File: src/rtl/store_buffer_pkg.sv
// Shared enable levels, byte-select type and word-index helper for the store buffer.
// Word addresses ignore the two byte-offset bits of a byte address.
`define SB_WORD_IDX(a, aw) a[(aw)-1:2]

package store_buffer_pkg;

  localparam logic CHIP_ENABLE  = 1'b1;
  localparam logic READ_ENABLE  = 1'b1;
  localparam logic WRITE_ENABLE = 1'b1;

  localparam int BYTE_SEL_W = 4;
  typedef logic [BYTE_SEL_W-1:0] byte_sel_t;
  typedef logic [31:0]           word_t;

endpackage

File: src/rtl/sb_fwd_merge.sv
// Load forwarding: per byte lane, the youngest buffered entry with a matching word
// address and lane enable supplies the byte; otherwise the RAM read byte is used.
module sb_fwd_merge
  import store_buffer_pkg::*;
#(
  parameter  int DEPTH  = 4,
  parameter  int ADDR_W = 32,
  localparam int PTR_W  = $clog2(DEPTH),
  localparam int CNT_W  = $clog2(DEPTH + 1),
  localparam int WORD_W = ADDR_W - 2
) (
  input  logic              ld_valid,
  input  logic [WORD_W-1:0] ld_word,
  input  logic [PTR_W-1:0]  head,
  input  logic [CNT_W-1:0]  count,
  input  logic [WORD_W-1:0] ent_word [DEPTH],
  input  word_t             ent_data [DEPTH],
  input  byte_sel_t         ent_sel  [DEPTH],
  input  word_t             ram_rdata,
  output word_t             ld_data
);

  logic [PTR_W-1:0] idx;

  // Walk oldest to youngest so a younger match overwrites an older one per lane.
  always_comb begin
    ld_data = '0;
    idx     = '0;
    if (ld_valid) begin
      ld_data = ram_rdata;
      for (int i = 0; i < DEPTH; i++) begin
        idx = head + PTR_W'(i);
        if ((CNT_W'(i) < count) && (ent_word[idx] == ld_word)) begin
          for (int b = 0; b < BYTE_SEL_W; b++) begin
            if (ent_sel[idx][b]) begin
              ld_data[8*b +: 8] = ent_data[idx][8*b +: 8];
            end
          end
        end
      end
    end
  end

endmodule

File: src/rtl/store_buffer.sv
// Store buffer between MEM stage and data RAM: FIFO of stores drained in load-free cycles.
// Optional STORE_BUFFER_COALESCE_EN merges a store into the youngest entry of the same word.
module store_buffer
  import store_buffer_pkg::*;
#(
  parameter int DEPTH  = 4,
  parameter int ADDR_W = 32
) (
  input  logic              clock,
  input  logic              reset,
  input  logic              st_valid,
  output logic              st_ready,
  input  logic [ADDR_W-1:0] st_addr,
  input  logic [31:0]       st_data,
  input  logic [3:0]        st_sel,
  input  logic              ld_valid,
  input  logic [ADDR_W-1:0] ld_addr,
  output logic [31:0]       ld_data,
  output logic              empty,
  output logic              ram_ce,
  output logic              ram_re,
  output logic [ADDR_W-1:0] ram_raddr,
  input  logic [31:0]       ram_rdata,
  output logic              ram_we,
  output logic [ADDR_W-1:0] ram_waddr,
  output logic [31:0]       ram_wdata,
  output logic [3:0]        ram_wsel
);

  localparam int PTR_W  = $clog2(DEPTH);
  localparam int CNT_W  = $clog2(DEPTH + 1);
  localparam int WORD_W = ADDR_W - 2;

  logic [PTR_W-1:0]  head_q, head_d;
  logic [PTR_W-1:0]  tail_q, tail_d;
  logic [CNT_W-1:0]  count_q, count_d;
  logic [ADDR_W-1:0] addr_q [DEPTH];
  logic [ADDR_W-1:0] addr_d [DEPTH];
  word_t             data_q [DEPTH];
  word_t             data_d [DEPTH];
  byte_sel_t         sel_q  [DEPTH];
  byte_sel_t         sel_d  [DEPTH];
  logic [WORD_W-1:0] ent_word [DEPTH];

  logic has_room;
  logic merge_hit;
  logic st_fire;
  logic push;
  logic pop;

  // Handshake: a store transfers on a cycle with st_valid & st_ready; st_ready never
  // depends on st_valid, and a transfer with st_sel == 0 is consumed without effect.
  assign has_room = (count_q < CNT_W'(DEPTH));
  assign empty    = (count_q == '0);
  assign pop      = !empty && !ld_valid;

`ifdef STORE_BUFFER_COALESCE_EN
  logic [PTR_W-1:0] young_idx;
  assign young_idx = tail_q - PTR_W'(1);
  // The head leaving this cycle must not absorb bytes that would then never reach RAM.
  assign merge_hit = !empty
                  && (`SB_WORD_IDX(addr_q[young_idx], ADDR_W) == `SB_WORD_IDX(st_addr, ADDR_W))
                  && !(pop && (young_idx == head_q));
`else
  assign merge_hit = 1'b0;
`endif

  assign st_ready = has_room || merge_hit;
  assign st_fire  = st_valid && st_ready && (st_sel != '0);
  assign push     = st_fire && !merge_hit;

  always_comb begin
    head_d  = head_q;
    tail_d  = tail_q;
    count_d = count_q;
    addr_d  = addr_q;
    data_d  = data_q;
    sel_d   = sel_q;
    if (push) begin
      addr_d[tail_q] = st_addr;
      data_d[tail_q] = st_data;
      sel_d[tail_q]  = st_sel;
      tail_d         = tail_q + PTR_W'(1);
    end
`ifdef STORE_BUFFER_COALESCE_EN
    if (st_fire && merge_hit) begin
      for (int b = 0; b < BYTE_SEL_W; b++) begin
        if (st_sel[b]) begin
          data_d[young_idx][8*b +: 8] = st_data[8*b +: 8];
        end
      end
      sel_d[young_idx] = sel_q[young_idx] | st_sel;
    end
`endif
    if (pop) begin
      head_d = head_q + PTR_W'(1);
    end
    case ({push, pop})
      2'b10:   count_d = count_q + CNT_W'(1);
      2'b01:   count_d = count_q - CNT_W'(1);
      default: count_d = count_q;
    endcase
  end

  always_ff @(posedge clock) begin
    if (reset) begin
      head_q  <= '0;
      tail_q  <= '0;
      count_q <= '0;
      for (int i = 0; i < DEPTH; i++) begin
        addr_q[i] <= '0;
        data_q[i] <= '0;
        sel_q[i]  <= '0;
      end
    end else begin
      head_q  <= head_d;
      tail_q  <= tail_d;
      count_q <= count_d;
      addr_q  <= addr_d;
      data_q  <= data_d;
      sel_q   <= sel_d;
    end
  end

  always_comb begin
    for (int i = 0; i < DEPTH; i++) begin
      ent_word[i] = `SB_WORD_IDX(addr_q[i], ADDR_W);
    end
  end

  sb_fwd_merge #(
    .DEPTH  (DEPTH),
    .ADDR_W (ADDR_W)
  ) u_fwd (
    .ld_valid  (ld_valid),
    .ld_word   (`SB_WORD_IDX(ld_addr, ADDR_W)),
    .head      (head_q),
    .count     (count_q),
    .ent_word  (ent_word),
    .ent_data  (data_q),
    .ent_sel   (sel_q),
    .ram_rdata (ram_rdata),
    .ld_data   (ld_data)
  );

  assign ram_re    = ld_valid ? READ_ENABLE : !READ_ENABLE;
  assign ram_we    = pop ? WRITE_ENABLE : !WRITE_ENABLE;
  assign ram_ce    = (ld_valid || pop) ? CHIP_ENABLE : !CHIP_ENABLE;
  assign ram_raddr = ld_addr;
  assign ram_waddr = addr_q[head_q];
  assign ram_wdata = data_q[head_q];
  assign ram_wsel  = sel_q[head_q];

endmodule

File: config.mk
export PLATFORM = sky130hd
export DESIGN_NAME = store_buffer
export DESIGN_NICKNAME = d
export VERILOG_FILES = /design/src/rtl/store_buffer_pkg.sv /design/src/rtl/sb_fwd_merge.sv /design/src/rtl/store_buffer.sv
export SDC_FILE = /design/constraint.sdc
export NUM_CORES = 1
export LEC_CHECK = 0
export BUFFER_PORTS_ARGS = -buffer_cell sky130_fd_sc_hd__buf_2
export CAP_MARGIN = 30
export CORE_ASPECT_RATIO = 0.7
export CORE_MARGIN = 3
export CORE_UTILIZATION = 50
export DETAILED_ROUTE_END_ITERATION = 8
export PLACE_DENSITY = 0.71
export RECOVER_POWER = 100
export SLEW_MARGIN = 15
export SYNTH_ARGS = -nofsm -noshare
export SYNTH_HDL_FRONTEND = slang
export SYNTH_SLANG_ARGS = --single-unit
File: constraint.sdc
create_clock -name clock -period 7.1 [get_ports clock]
set_clock_uncertainty 0.2 [all_clocks]
set_input_delay 1.065 -clock clock [delete_from_list [all_inputs] [get_ports clock]]
set_output_delay 1.065 -clock clock [all_outputs]
set_load 0.01 [all_outputs]
# Yosys cells after proc, flatten, opt, wreduce, memory -nomap -nowiden
# Cells that the tools add are included.
# op_classes
n_addsub	6
order_cmp	11
eq_ne	6
mux	71
bitwise_logic	5
n_reduce_logical	14
# op_table
cell	n
$mux 32	16
$bmux 32 s2	5
$bwmux 128	2
$bmux 30 s2	4
$mux 30	8
$mux 8	16
$eq 30x30->1	4
$demux 32 s2	1
$mux 4	9
$bmux 4 s2	4
$bwmux 16	1
$ge 3x3->1 const B	5
$not 2->3	5
$demux 4 s2	1
$logic_and 1x1->1	8
$lt 1x3->1 const A	2
$lt 2x3->1 const A	2
$pmux 3 s2	1
$add 2x1->2 const B	2
$add 2x2->2 const B	2
$reduce_bool 4->1	1
$add 3x1->3 const B	1
$logic_not 3->1	1
$lt 3x1->1 const B	1
other kinds (8)	11
# totals
register_bits	279
in_bits	136
out_inout_bits	137
elab_cells	128

# Logic depth before layout (Yosys ltp)
# Gate-level depths: netlist of run 1.
# logic_depth
depth_word	14
mapped_depth	15
ltp_nobuf	10

# Cells and area by module
# Synthesis of run 1 repeated with hierarchy kept, for this count alone.
# hier_totals
cells_unflattened	2310
hier_area_um2	22560.4
# modules_own_cells
module	n_inst	cells_each	area_each_um2	seq_area_each_um2
store_buffer	1	1127	13076.3	5585.4
sb_fwd_merge	1	1183	9484.1	0.0

# Least setup slack after synthesis of run 1
# Ideal clock, no wire load.
# synth_timing
path_kind	input to output
from	input ld_addr[19]
to	output ld_data[0]
t_arrival_ns	3.503
required_time_ns	5.835
slack_ns	2.332
path_stages	9
path_buffers	1
cell_sequence	buf_1 inv_1 a222oi_1 or4b_4 a2111oi_4 o2111ai_4 nor3_4 a21oi_1 a21oi_1
# synth_via
elab_chain_len	10
elab_cells_between_ends	16
cone_classes	eq/ne (4); mux (8); reduce/logical (4)
# synth_lines
element	line_no	text
start: declaration	store_buffer.sv:17	input logic [ADDR_W-1:0] ld_addr,
$eq 30x30->1	sb_fwd_merge.sv:33	if ((CNT_W'(i) < count) && (ent_word[idx] == ld_word)) begin
$logic_and 1x1->1	sb_fwd_merge.sv:33	
$mux 32	sb_fwd_merge.sv:33	
$mux 8	sb_fwd_merge.sv:35	if (ent_sel[idx][b]) begin
$mux 32	sb_fwd_merge.sv:33	
$mux 8	sb_fwd_merge.sv:35	
$mux 32	sb_fwd_merge.sv:33	
$mux 8	sb_fwd_merge.sv:35	
$mux 32 (*)	sb_fwd_merge.sv:33	
$mux 32 (*)	sb_fwd_merge.sv:29	if (ld_valid) begin
end: declaration	store_buffer.sv:18	output logic [31:0] ld_data,
# Mark *: on every way between the ends. The rest lies on a longest branch, timed or not.

# Worst setup path after layout of run 1
# layout_timing
from	register head_q[1]
to	output ld_data[2]
# layout_via
elab_chain_len	14
elab_cells_between_ends	60
cone_classes	add/sub (3); eq/ne (4); mux (45); bitwise (4); reduce/logical (4)
# layout_lines
element	line_no	text
start: declaration	store_buffer.sv:34	logic [PTR_W-1:0] head_q, head_d;
start signal: assignment	store_buffer.sv:107	head_q <= '0;
start signal: assignment	store_buffer.sv:116	head_q <= head_d;
branches (longest 12 deep; another with $add 2x1->2)	--	
$mux 32 (*)	sb_fwd_merge.sv:33	
$mux 32 (*)	sb_fwd_merge.sv:29	
# Mark *: on every way between the ends. The select of a mux whose other input is x is not followed.

==> results.sh, run 1 <==
export IMPL_status="complete, but fails checks"
export IMPL_violations="capacitance limit, slew limit"
export IMPL_netlist_area_um2=20400
export IMPL_initial_core_util_pct=51.0
export IMPL_grt_usage_pct=33.8
export IMPL_crit_required_ps=5830
export IMPL_crit_chain="buf_4, buf_12, mux4_2, xnor2_1, nand4_1, nor3_1, nand4_1, nor2_1, a21oi_1, a21oi_1, clkbuf_1"
export IMPL_worstHoldStart="addr_q[96]$_SDFFE_PP0P_"
export IMPL_grt_pass1_wl_um=115000
export IMPL_dieArea_um2=43300
export IMPL_portBuffers=268
export IMPL_cts_resized=0
export IMPL_cts_buffers=28
export IMPL_setup_tns_final_ps=0
export IMPL_cap_viol_max_count=8
export IMPL_antenna_found_initial=5
export IMPL_slowest_stage="dfxtp_4"
export IMPL_layout_nets=2733
export IMPL_synthesis_nets=2654
export IMPL_ant_nets=0
export IMPL_grt_max_degree=138
export IMPL_worstHoldEndpoint="addr_q[96]$_SDFFE_PP0P_"
export IMPL_power_density_nw_per_um2=258
export IMPL_h_tree_depth=1
export IMPL_async_reset_ff_share_pct=0
export IMPL_num_rows=61
export IMPL_vias_per_cell=6.44
export IMPL_slowest_delay_ps=860
export IMPL_grt_pass1_vias=18700
export IMPL_crit_fanout=54
export IMPL_reg2reg_depth=6
export IMPL_cts_setup_buffers=0
export IMPL_p_leak_uw=0.00738
export IMPL_critical_path_arrival_ps=5630
export IMPL_clock_path_buffers=3
export IMPL_area_growth_pct=10.1
export IMPL_drive_above_1_share_pct=17.3
export IMPL_min_period_ps=6900
export IMPL_ir_worst_vdd_mv=0.218
export IMPL_cts_sinks=279
export IMPL_synth_seq_area_share_pct=27.4
export IMPL_startpoint_type="flip-flop"
export IMPL_yosys_warnings=0
export IMPL_root_buffer="clkbuf_16"
export IMPL_dp_hpwl_um=53700
export IMPL_synth_seq_cells=279
export IMPL_p_total_uw=5800
export IMPL_hold_violations=0
export IMPL_routabilityCongestion=1.04
export IMPL_vias=20300
export IMPL_synth_avg_cell_area_um2=8.13
export IMPL_fmax_mhz=145
export IMPL_path_buf_inv=3
export IMPL_clk_pin_slew_ps=70
export IMPL_tightest_slew_ps=3280
export IMPL_dieHeight_um=175
export IMPL_dr_pass1_iters=6
export IMPL_die_w_um=247
export IMPL_final_setup_viol_count=0
export IMPL_r2r_slack_ps=1540
export IMPL_criticalPathCategory="reg2out"
export IMPL_post_route_drc_count=0
export IMPL_rsz0062_at_grt="false"
export IMPL_hold_class="reg2reg"
export IMPL_synthDistinctLibCells=68
export IMPL_period_share_pct=97.1
export IMPL_clk_latency_ps=570
export IMPL_wl_um=75400
export IMPL_crit_path_end_kind="primary output"
export IMPL_slew_viol_final=350
export IMPL_synth_edf_count=0
export IMPL_pin_count=273
export IMPL_rr_endpoint="addr_q[66]$_SDFFE_PP0P_"
export IMPL_grt_overflow_total=0
export IMPL_r2r_start="count_q[2]$_SDFFE_PP0P_"
export IMPL_cpLargestDelayFamily="simple AND/OR/NAND/NOR gates"
export IMPL_worstHoldPathCells=2
export IMPL_ys_flop_type="dfxtp_1"
export IMPL_core_area_um2=40000
export IMPL_cts_tree="yes"
export IMPL_relSlewSlack_pct=-119
export IMPL_cts_hold_buf=0
export IMPL_syn_inst=2509
export IMPL_wl_per_cell_um=23.9
export IMPL_drtIter0Drc=2497
==> Yosys cell counts, types with 4 or more instances <==
library cell / number / area, um^2
a21oi_1: 402 / 2010
o21ai_0: 67 / 335
a32oi_1: 33 / 289
a22oi_1: 9 / 67.6
nor3_1: 11 / 55.1
a2111oi_0: 6 / 52.6
nand4_1: 22 / 138
o22a_1: 4 / 35.0
ha_1: 9 / 113
a221oi_1: 5 / 43.8
clkbuf_1: 148 / 556
buf_6: 6 / 67.6
o31a_1: 33 / 289
a222oi_1: 7 / 70.1
mux2i_1: 147 / 1470
inv_1: 52 / 195
or2_2: 4 / 25.0
o2111ai_1: 5 / 43.8
o22ai_1: 7 / 43.8
mux2_2: 53 / 597
nor3_4: 4 / 65.1
o221ai_1: 4 / 35.0
nor4_1: 5 / 31.3
dfxtp_1: 279 / 5590
xor2_1: 19 / 166
and2_1: 11 / 68.8
o32ai_1: 32 / 280
clkinv_1: 4 / 15.0
buf_2: 31 / 155
nor2_1: 78 / 293
buf_4: 46 / 345
mux4_1: 9 / 236
xnor2_1: 81 / 709
buf_1: 28 / 105
a2bb2oi_1: 6 / 52.6
nand3_1: 10 / 50.1
o21ai_1: 35 / 175
nand2_1: 631 / 2370
mux4_2: 120 / 2700
==> worst max-delay path by stage <==
stage | startpoint | end | cells after the start
final | head_q[1]$_SDFFE_PP0P_ | ld_data[2] | 11
after global placement | head_q[1]$_SDFFE_PP0P_ | ld_data[29] | 11
after floorplan | ld_addr[19] | ld_data[0] | 9
after global routing | head_q[1]$_SDFFE_PP0P_ | ld_data[2] | 11
after detailed placement | head_q[1]$_SDFFE_PP0P_ | ld_data[29] | 11
after CTS | head_q[1]$_SDFFE_PP0P_ | ld_data[29] | 11
==> where the power goes <==
group	internal (uW)	switching, uW
Combinational	867	1370
Clock	1010	684
Sequential	1690	178
Total	3560	2240
==> layout make-up <==
class / instances / area (um^2)
fill: 3722 / 17500
multi-input combinational: 1913 / 13300
sequential: 279 / 5590
timing repair buffer: 310 / 1580
clock buffer: 34 / 785
tap: 535 / 669
clock inverter: 18 / 255
inverter: 56 / 210
antenna: 5 / 12.5
==> layout by cell type (no fill, tap or decap), types with 9 or more instances in the layout <==
master and instances:
a21oi_1 402, a22oi_1 9, a32oi_1 33, buf_2 184, buf_4 28, clkbuf_1 93
clkbuf_16 29, dfxtp_1 277, ha_1 9, inv_1 51, mux2_1 14, mux2_2 40
mux2i_1 147, mux4_1 9, mux4_2 120, nand2_1 629, nand3_1 10, nand4_1 22
nor2_1 78, nor3_1 11, o21ai_0 88, o21ai_1 14, o31a_1 33, o32ai_1 32
xnor2_1 81, xor2_1 19
==> sequential cells by signal, summed over array words and instances, names as in the netlist <==
signal   cells
data_q     128
addr_q     128
count_q      3
head_q       2
sel_q       16
tail_q       2
==> per-layer routing <==
metal	up-vias	global-route usage, %	part of all wire, %
li1	9110	-	-
met1	10000	50.7	43
met2	1010	50.3	44
met3	128	6.04	9.9
met4	0	8.11	2.6
met5	-	0	0
==> metrics by stage <==
stage | utilization (%) | cells | hold slack (ps) | setup slack (ps) | area, um^2
2_1_floorplan | - | 2509 | 233 | 2330 | 20400
3_3_place_gp | 53.8 | 3091 | 238 | 1040 | 21500
3_5_place_dp | 53.8 | 3092 | 252 | 987 | 21500
4_1_cts | 56.4 | 3144 | 258 | 347 | 22600
5_1_grt | 56.1 | 3149 | 278 | 56.5 | 22400
6_report | 56.1 | 3150 | 259 | 205 | 22400
==> tightest hold or removal path, delay by kind of cell, from the launching register on <==
family | cells | cell delay (ps)
AND/OR/NAND/NOR | 1 | 50
flip-flops | 1 | 310
AO/OA/AOI/OAI | 1 | 50
==> kinds of logic (layout without fill, tap and decap cells) <==
kind of cell	count (synthesis)	count (layout)	synth area share, %
compound gates	676	676	19.9
xor+xnor	100	100	4.30
fa+ha+maj	9	9	0.552
buf+inv	317	418	7.25
flops	279	279	27.4
mux	331	331	24.7
other cells	0	5	0
simple gates	797	797	15.9
No activity file was read; power rests on OpenSTA's default activity.
==> run 2, diff against run 1 <==
Settings changed: PLACE_DENSITY 0.71 to 0.7, SYNTH_HIERARCHICAL from default to 1.
==> run 2 against run 1 <==
The run still ends with capacitance limit, slew limit left. Synthesized area grew 11%. Via count shrank 6.5%. Register-to-register slack gained 1500 ps. Worst setup slack gained 150 ps. Critical path type unchanged.
==> results.sh, run 2 <==
export IMPL_status="complete, but fails checks"
export IMPL_violations="capacitance limit, slew limit"
export IMPL_rsz0062_at_grt="false"
export IMPL_num_rows=64
export IMPL_met1_usage_pct=43.0
export IMPL_grt_pass1_wl_um=110000
export IMPL_ir_worst_vdd_mv=0.216
export IMPL_dieHeight_um=184
export IMPL_antenna_found_initial=5
export IMPL_clkPwrFrac_pct=27.1
export IMPL_synthDistinctLibCells=86
export IMPL_hold_class="reg2reg"
export IMPL_synth_top_area_cell="dfxtp_1"
export IMPL_area_growth_pct=8.27
export IMPL_grt_pass1_vias=18200
export IMPL_relSlewSlack_pct=-178
export IMPL_h_tree_depth=1
export IMPL_crit_fanout=54
export IMPL_synth_seq_area_share_pct=24.8
export IMPL_r2r_slack_ps=3080
export IMPL_clk_latency_ps=570
export IMPL_synthTopCellsByArea="dfxtp_1, mux2i_1, nand2b_1"
export IMPL_syn_inst=2310
export IMPL_final_common_cell="mux2i_1"
export IMPL_grt_most_used_layer="met2"
export IMPL_setup_tns_final_ps=0
export IMPL_clk_pin_slew_ps=60
export IMPL_fmax_mhz=148
export IMPL_n_fill_cell=3981
export IMPL_p_total_uw=5780
export IMPL_period_share_pct=95.0
export IMPL_fin_util_pct=55.4
export IMPL_grt_max_degree=275
export IMPL_dr_pass1_iters=5
export IMPL_p_sw_share_pct=37.9
export IMPL_final_setup_viol_count=0
export IMPL_pwr_share_seq_pct=33.0
export IMPL_whs_ps=277
export IMPL_pin_count=273
export IMPL_drive_above_1_share_pct=18.4
export IMPL_async_reset_ff_share_pct=0
export IMPL_vias=19000
export IMPL_power_frac_comb_pct=40.0
export IMPL_post_route_drc_count=0
export IMPL_cts_hold_buf=0
export IMPL_netlist_area_um2=22600
export IMPL_synth_top_cell_area_share_pct=24.8
export IMPL_critical_path_arrival_ps=5480
export IMPL_tightest_slew_ps=4160
export IMPL_ys_flop_type="dfxtp_1"
export IMPL_startpoint_type="flip-flop"
export IMPL_layout_setup_ws_ps=354
export IMPL_core_area_um2=44100
export IMPL_wl_per_cell_um=23.9
export IMPL_criticalPathCategory="reg2out"
export IMPL_synthesis_nets=2452
export IMPL_wl_um=72600
export IMPL_crit_path_end_kind="primary output"
export IMPL_p_leak_uw=0.00958
export IMPL_multiInputGateArea_um2=15600
export IMPL_met2_usage_pct=43.5
export IMPL_yosys_warnings=6
export IMPL_min_period_ps=6750
export IMPL_synth_avg_cell_area_um2=9.77
export IMPL_synth_edf_count=0
export IMPL_root_buffer="clkbuf_16"
export IMPL_regArea_um2=5590
export IMPL_layout_nets=2555
export IMPL_reg_top3="addr_q (128), data_q (128), sel_q (16)"
export IMPL_power_density_nw_per_um2=237
export IMPL_post_place_ws_ps=1140
export IMPL_cts_buffers=31
export IMPL_cts_setup_buffers=0
export IMPL_hold_violations=0
export IMPL_crit_required_ps=5830
export IMPL_die_w_um=260
export IMPL_cts_resized=0
export IMPL_cap_viol_max_count=3
export IMPL_routabilityCongestion=1.03
export IMPL_synth_common_cells="mux2i_1, nand2b_1, dfxtp_1"
export IMPL_synthMostInstantiatedCell="mux2i_1"
export IMPL_cts_sinks=279
export IMPL_dieArea_um2=47700
export IMPL_clock_path_buffers=3
export IMPL_grt_overflow_total=0
export IMPL_mostFrequentLayoutCells="mux2i_1, nand2b_1, dfxtp_1"
export IMPL_grt_usage_pct=29.2
export IMPL_initial_core_util_pct=51.1
export IMPL_portBuffers=268
export IMPL_ant_nets=0
export IMPL_dp_hpwl_um=52400
export IMPL_synth_seq_cells=279
export IMPL_cts_tree="yes"
export IMPL_slew_viol_final=417
export IMPL_switchingPower_uw=2190
export IMPL_drtIter0Drc=1702
export IMPL_vias_per_cell=6.25
export IMPL_internal_power_uw=3590
export IMPL_grt_use_met3_pct=5.67
## run 2: cell types whose count changed in the layout (fill, tap and decap cells not counted), sizes merged, moves of 34 or more
cell / change
a21oi: -367
buf: -39
clkbuf: +35
inv: -36
mux2i: +371
nand2: -561
nand2b: +348
nand3: +39
nor2b: +38
o21ai: -34
## run 2: critical path, stage by stage, from the launching register on
cell      delay [ps]
dfxtp_4          560
inv_1            690
buf_12           290
o21ai_0          120
nor4b_1          590
a22oi_1          330
or4_4            630
o211ai_2         630
o221ai_1         230
o31a_1           240
nor3_1           310
buf_2            200
## run 2: worst paths after layout
check / startpoint / to / cells past startpoint
max: head_q[0]$_SDFFE_PP0P_ / ld_data[0] / 11
min: addr_q[64]$_SDFFE_PP0P_ / addr_q[64]$_SDFFE_PP0P_ / 2
min reg2reg: addr_q[64]$_SDFFE_PP0P_ / addr_q[64]$_SDFFE_PP0P_ / 2
max reg2reg: head_q[0]$_SDFFE_PP0P_ / head_q[1]$_SDFFE_PP0P_ / 3
## run 2: per-layer routing
layer | up-vias | wire (um)
met1 | 9417 | 33400
met4 | 0 | 2110
li1 | 8590 | -
met2 | 832 | 30900
met3 | 114 | 6240
met5 | - | 0
## run 2: logic make-up (layout without fill, tap and decap cells)
| logic type | Yosys count | count (layout) | share of synthesized area [%] |
|---|---|---|---|
| multiplexers | 698 | 698 | 36.9 |
| flip-flops | 279 | 279 | 24.8 |
| other | 0 | 5 | 0 |
| AO/OA/AOI/OAI | 268 | 268 | 8.66 |
| XOR/XNOR | 113 | 113 | 4.39 |
| buffers and inverters | 245 | 367 | 6.39 |
| AND/OR/NAND/NOR | 701 | 701 | 18.6 |
| adder cells (fa/ha/maj) | 6 | 6 | 0.366 |
## run 2: final cells by class
type | instances | share of cell area, %
timing repair buffer | 297 | 6.05
antenna | 5 | 0.0512
clock buffer | 43 | 3.65
multi-input combinational | 1786 | 63.7
tap | 594 | 3.04
clock inverter | 9 | 0.338
sequential | 279 | 22.9
inverter | 18 | 0.277
## run 2: per-stage QoR
stage          cell area (um^2)  instances
5_1_grt                   24400       3031
4_1_cts                   24600       3023
3_3_place_gp              23600       2971
3_5_place_dp              23600       2971
2_1_floorplan             22600       2310
6_report                  24400       3031
## run 2: power by group through the flow
stage / combinational (uW) / sequential (uW) / clock [uW]
floorplan: 1780 / 1830 / 0
global placement: 2250 / 1920 / 0
detailed placement: 2270 / 1930 / 0
CTS: 2280 / 1900 / 1600
global route: 2450 / 1930 / 1660
finish: 2310 / 1910 / 1560
